==> src/rtl/pixel_scheduler.sv <==
// rtl/pixel_scheduler.sv - raster-order pixel dispatcher feeding a pool of compute engines
// Round-robin grant with a one-cycle per-engine cooldown; registered grant and coordinate outputs.
module pixel_scheduler #(
  parameter int NUM_ENGINES = 4,
  parameter int DATA_WIDTH  = 32,
  parameter int X_RES       = 640,
  parameter int Y_RES       = 480
) (
  input  logic                   clk,
  input  logic                   reset,
  input  logic                   start,
  input  logic [NUM_ENGINES-1:0] engine_idle,
  input  logic [NUM_ENGINES-1:0] queue_full,
  output logic [NUM_ENGINES-1:0] dispatch,
  output logic [DATA_WIDTH-1:0]  xpixel_o,
  output logic [DATA_WIDTH-1:0]  ypixel_o,
  output logic                   busy,
  output logic                   frame_done
);

  localparam int RW = $clog2(NUM_ENGINES);
  localparam logic [DATA_WIDTH-1:0] LAST_X = DATA_WIDTH'(X_RES - 1);
  localparam logic [DATA_WIDTH-1:0] LAST_Y = DATA_WIDTH'(Y_RES - 1);
  localparam logic [RW-1:0]         LAST_E = RW'(NUM_ENGINES - 1);

  typedef enum logic [1:0] {IDLE, DISPATCH, DRAIN, DONE} state_t;

  state_t                  state_q, state_d;
  logic [DATA_WIDTH-1:0]   x_q, x_d, y_q, y_d;
  logic [DATA_WIDTH-1:0]   xo_q, xo_d, yo_q, yo_d;
  logic [RW-1:0]           rr_q, rr_d;
  logic [NUM_ENGINES-1:0]  disp_q, disp_d;
  logic [NUM_ENGINES-1:0]  eligible;
  logic                    found;
  logic [RW-1:0]           grant_idx;

  // The registered grant doubles as the cooldown mask: it is exactly last cycle's grant.
  assign eligible = engine_idle & ~queue_full & ~disp_q;

  always_comb begin
    found     = 1'b0;
    grant_idx = '0;
    for (int k = 0; k < NUM_ENGINES; k++) begin
      if (!found && eligible[(int'(rr_q) + k) % NUM_ENGINES]) begin
        found     = 1'b1;
        grant_idx = RW'((int'(rr_q) + k) % NUM_ENGINES);
      end
    end
  end

  always_comb begin
    state_d = state_q;
    x_d     = x_q;
    y_d     = y_q;
    rr_d    = rr_q;
    disp_d  = '0;
    xo_d    = xo_q;
    yo_d    = yo_q;
    case (state_q)
      IDLE: begin
        if (start) begin
          state_d = DISPATCH;
          x_d     = '0;
          y_d     = '0;
          rr_d    = '0;
        end
      end
      DISPATCH: begin
        if (found) begin
          disp_d = NUM_ENGINES'(1) << grant_idx;
          xo_d   = x_q;
          yo_d   = y_q;
          rr_d   = (grant_idx == LAST_E) ? '0 : grant_idx + RW'(1);
          if (x_q == LAST_X) begin
            x_d = '0;
            if (y_q == LAST_Y) state_d = DRAIN;
            else               y_d     = y_q + DATA_WIDTH'(1);
          end else begin
            x_d = x_q + DATA_WIDTH'(1);
          end
        end
      end
      DRAIN: begin
        if (disp_q == '0 && &engine_idle) state_d = DONE;
      end
      DONE: state_d = IDLE;
      default: state_d = IDLE;
    endcase
  end

  always_ff @(posedge clk) begin
    if (reset) begin
      state_q <= IDLE;
      x_q     <= '0;
      y_q     <= '0;
      rr_q    <= '0;
      disp_q  <= '0;
      xo_q    <= '0;
      yo_q    <= '0;
    end else begin
      state_q <= state_d;
      x_q     <= x_d;
      y_q     <= y_d;
      rr_q    <= rr_d;
      disp_q  <= disp_d;
      xo_q    <= xo_d;
      yo_q    <= yo_d;
    end
  end

  assign dispatch   = disp_q;
  assign xpixel_o   = xo_q;
  assign ypixel_o   = yo_q;
  assign busy       = (state_q != IDLE);
  assign frame_done = (state_q == DONE);

endmodule

==> config.mk <==
export PLATFORM = sky130hd
export DESIGN_NAME = pixel_scheduler
export DESIGN_NICKNAME = d
export VERILOG_FILES = /design/src/rtl/pixel_scheduler.sv
export SDC_FILE = /design/constraint.sdc
export NUM_CORES = 1
export LEC_CHECK = 0
export CAP_MARGIN = 20
export CORE_ASPECT_RATIO = 1.4
export CORE_MARGIN = 3
export CORE_UTILIZATION = 55
export CTS_BUF_LIST = sky130_fd_sc_hd__clkbuf_16
export CTS_CLUSTER_DIAMETER = 100
export DETAILED_ROUTE_END_ITERATION = 12
export PLACE_DENSITY_LB_ADDON = 0.2
export RECOVER_POWER = 25
export SETUP_SLACK_MARGIN = 0.1
export SLEW_MARGIN = 10
export SYNTH_ARGS = -nofsm -noshare
export SYNTH_HDL_FRONTEND = slang
export SYNTH_SLANG_ARGS = --single-unit
==> constraint.sdc <==
create_clock -name clk -period 3 [get_ports clk]
set_input_delay 0.6 -clock clk [delete_from_list [all_inputs] [get_ports clk]]
set_output_delay 0.6 -clock clk [all_outputs]
set_load 0.01 [all_outputs]
==> flow_summary.json <==
{
  "status": "complete, no violations",
  "synth_edf_count": 0,
  "worstPathArrival_ps": 3090,
  "synth_warnings": 0,
  "setup_viol": 0,
  "finalPower_mw": 4.73,
  "grt_pass1_vias": 5459,
  "worstPathRequired_ps": 3340,
  "crit_fanout": 11,
  "postCtsSetupBuffers": 0,
  "synth_area_sq_mm": 0.00590,
  "setup_ws_ps": 256,
  "p_switching_mw": 1.33,
  "gp_congestion": 0.807,
  "reg2reg_from": "state_q[1]",
  "slowest_stage": "or4b_2",
  "critPathKind": "input pin to register",
  "p_int_mw": 3.41,
  "skew_ps": 5.08,
  "htree_levels": 4,
  "dpl.cell_count": 934,
  "cts_tree": "built",
  "clk_pin_slew_ps": 60,
  "swShare": 0.280,
  "synth-seq-cells": 136,
  "post_drt_wl_per_cell_microns": 15.3,
  "slew_violations": 0,
  "synthArstFlopShare": 0,
  "die_h_microns": 129,
  "syn_nets": 745,
  "timing.rr.end": "y_q[19]",
  "core_sq_mm": 0.0104,
  "n_fill_cell": 798,
  "die_x_microns": 93.5,
  "io_pins": 81,
  "end_kind": "register",
  "synth_top_cell_area_share": 0.462,
  "drcViolationCount": 0,
  "hold_viol": 0,
  "ys_seq_area_frac": 0.462,
  "worst_pin_slew_ps": 878,
  "ctsRootBufferMaster": "clkbuf_16",
  "reg2reg_slack_ps": 260,
  "synth_cells": 727,
  "initial_core_util": 0.567,
  "cts.sinks": 136,
  "peakVddDrop_v": 0.000509,
  "yosys-top-cells-area": "dfxtp_1, nand2_1, a21oi_1, nor2_1, xor2_1",
  "min_to": "ypixel_o[21]",
  "start_kind": "input pin",
  "rr_worst_depth": 9,
  "whs_path_depth": 2,
  "max_slew_margin": 0.413,
  "grt_max_degree": 42,
  "via_per_inst": 5.78,
  "num_antenna_cells": 0,
  "portBuffers": 80,
  "rsz0062_at_grt": "no",
  "cts_made_buffers": 17,
  "stdcell_count": 965,
  "die_area_sq_mm": 0.0120,
  "grt_pass1_wl_mm": 24.5,
  "critPathBufInv": 3,
  "ctsHoldBuffers": 0,
  "fin_tns_setup_ps": 0,
  "dr.first_iter.drc_count": 283,
  "cts_max_path_buffers": 2,
  "area_delta_synth_final_pct": 28.5,
  "p_leak_nw": 2.81,
  "powerDensity_mw_per_mm2": 625,
  "drtAntennaViolNets": 0,
  "worstPathCellList": "clkdlybuf4s50_1, nor3b_2, nor4_2, buf_4, nor4_1, a21oi_1, buf_4, or4b_2, a21oi_1",
  "gr-total-overflow": 0,
  "seq_power_share": 0.394,
  "hpwl_mm": 10.2,
  "p_clk_frac": 0.425,
  "period_needed_ps": 2740,
  "hp-class": "register to register",
  "fin_crit_sh": 0.915,
  "rows": 44,
  "max_cap_viol_count": 0,
  "insertion_delay_ps": 420,
  "final_nets": 833,
  "layout-drive-gt1-share": 0.0846,
  "ys.flop_type": "dfxtp_1",
  "grt_usage": 0.253,
  "drt-pass1-iter-count": 5,
  "fmax_ghz": 0.364,
  "place_ws_ps": -250,
  "vias": 5581,
  "cp_top_family": "simple AND/OR/NAND/NOR gates",
  "combPwrFrac": 0.181,
  "slowest_delay_ps": 610,
  "antenna_found_initial": 0,
  "synth_top_area_cell": "dfxtp_1",
  "routed_wl_mm": 14.8,
  "synth_cell_types": 55,
  "avgSynthCellArea_sq_um": 8.11,
  "worstHoldStart": "ypixel_o[21]"
}
==> final cells by class <==
class | instances | area, sq um | share of cell area
clock inverter | 14 | 144 | 0.0190
timing repair buffer | 108 | 1060 | 0.140
sequential | 136 | 2720 | 0.359
multi-input combinational | 544 | 3020 | 0.398
tap | 138 | 173 | 0.0228
clock buffer | 17 | 425 | 0.0561
inverter | 8 | 30.0 | 0.00396
==> placed cells by master (no fill, tap or decap), types with 18 or more instances in the layout <==
| master | Yosys | layout |
|---|---|---|
| nor2_1 | 56 | 55 |
| o21ai_0 | 19 | 19 |
| dfxtp_1 | 136 | 135 |
| xor2_1 | 18 | 18 |
| a21oi_1 | 93 | 93 |
| dlygate4sd3_1 | 0 | 51 |
| buf_4 | 0 | 24 |
| clkdlybuf4s50_1 | 0 | 28 |
| nand3_1 | 18 | 18 |
| nand2_1 | 164 | 163 |
| nand4_1 | 18 | 18 |
==> logic make-up after synthesis <==
group,after synthesis,share of synthesized area
fa+ha+maj,7,0.0149
flops,136,0.462
simple gates,356,0.298
compound gates,145,0.140
buf+inv,47,0.0303
mux,5,0.00849
xor+xnor,31,0.0461
==> cells in the mapped netlist, drive strengths merged (6+ instances only) <==
library cell / number
nand4: 18
a21oi: 93
buf: 6
inv: 7
xnor2: 13
o21ai: 19
dfxtp: 136
and4: 8
nand2: 164
nand3: 18
and3: 17
or3: 14
ha: 7
clkbuf: 33
nor4: 18
xor2: 18
nor2: 56
or4: 12
==> worst max path at each step <==
stage	start	end	slack [ps]	depth (start not counted)
6_report	engine_idle[3]	y_q[19]	260	9
3_3_place_gp	engine_idle[2]	y_q[11]	-240	7
5_1_grt	state_q[1]	y_q[19]	110	9
2_1_floorplan	queue_full[3]	y_q[6]	320	7
4_1_cts	engine_idle[2]	y_q[9]	150	7
3_5_place_dp	engine_idle[2]	y_q[9]	-250	7
==> sequential cells by signal, indices dropped and copies added, names as in the netlist <==
register	flops
dispatch	4
rr_q	2
state_q	2
x_q	32
xpixel_o	32
y_q	32
ypixel_o	32
==> routing by layer <==
metal / vias up / routed length (microns) / track usage
met5: - / 0 / 0
met4: 0 / 513 / 0.129
met3: 46 / 637 / 0.0579
met2: 157 / 8010 / 0.470
met1: 2656 / 5640 / 0.262
li1: 2722 / - / -
==> power by group through the flow <==
stage | Combinational [mW] | Sequential, mW | Clock [mW]
3_5_place_dp | 0.832 | 1.90 | 0
4_1_cts | 0.842 | 1.87 | 2.04
3_3_place_gp | 0.778 | 1.90 | 0
6_report | 0.857 | 1.87 | 2.01
5_1_grt | 0.927 | 1.87 | 2.12
2_1_floorplan | 0.518 | 1.90 | 0
==> metrics by stage <==
stage                     area (sq um)   util  hold slack [ps]
after global routing              7580  0.728              470
after detailed placement          6990  0.672              447
after CTS                         7560  0.727              454
after global placement            6970  0.669              442
final                             7580  0.728              450
after floorplan                   5900      -              445
==> worst min-delay path, cell delays in order, from the launching register on <==
cell and delay [ps]:
dfxtp_1 300, nand2_1 50, a21oi_1 50
==> repair_timing <==
action                                  CTS  global route
endpoints found under the hold margin     0             0
resized for setup                         0             4
endpoints found under the setup margin    0             6
(Power assumes the default switching activity.)
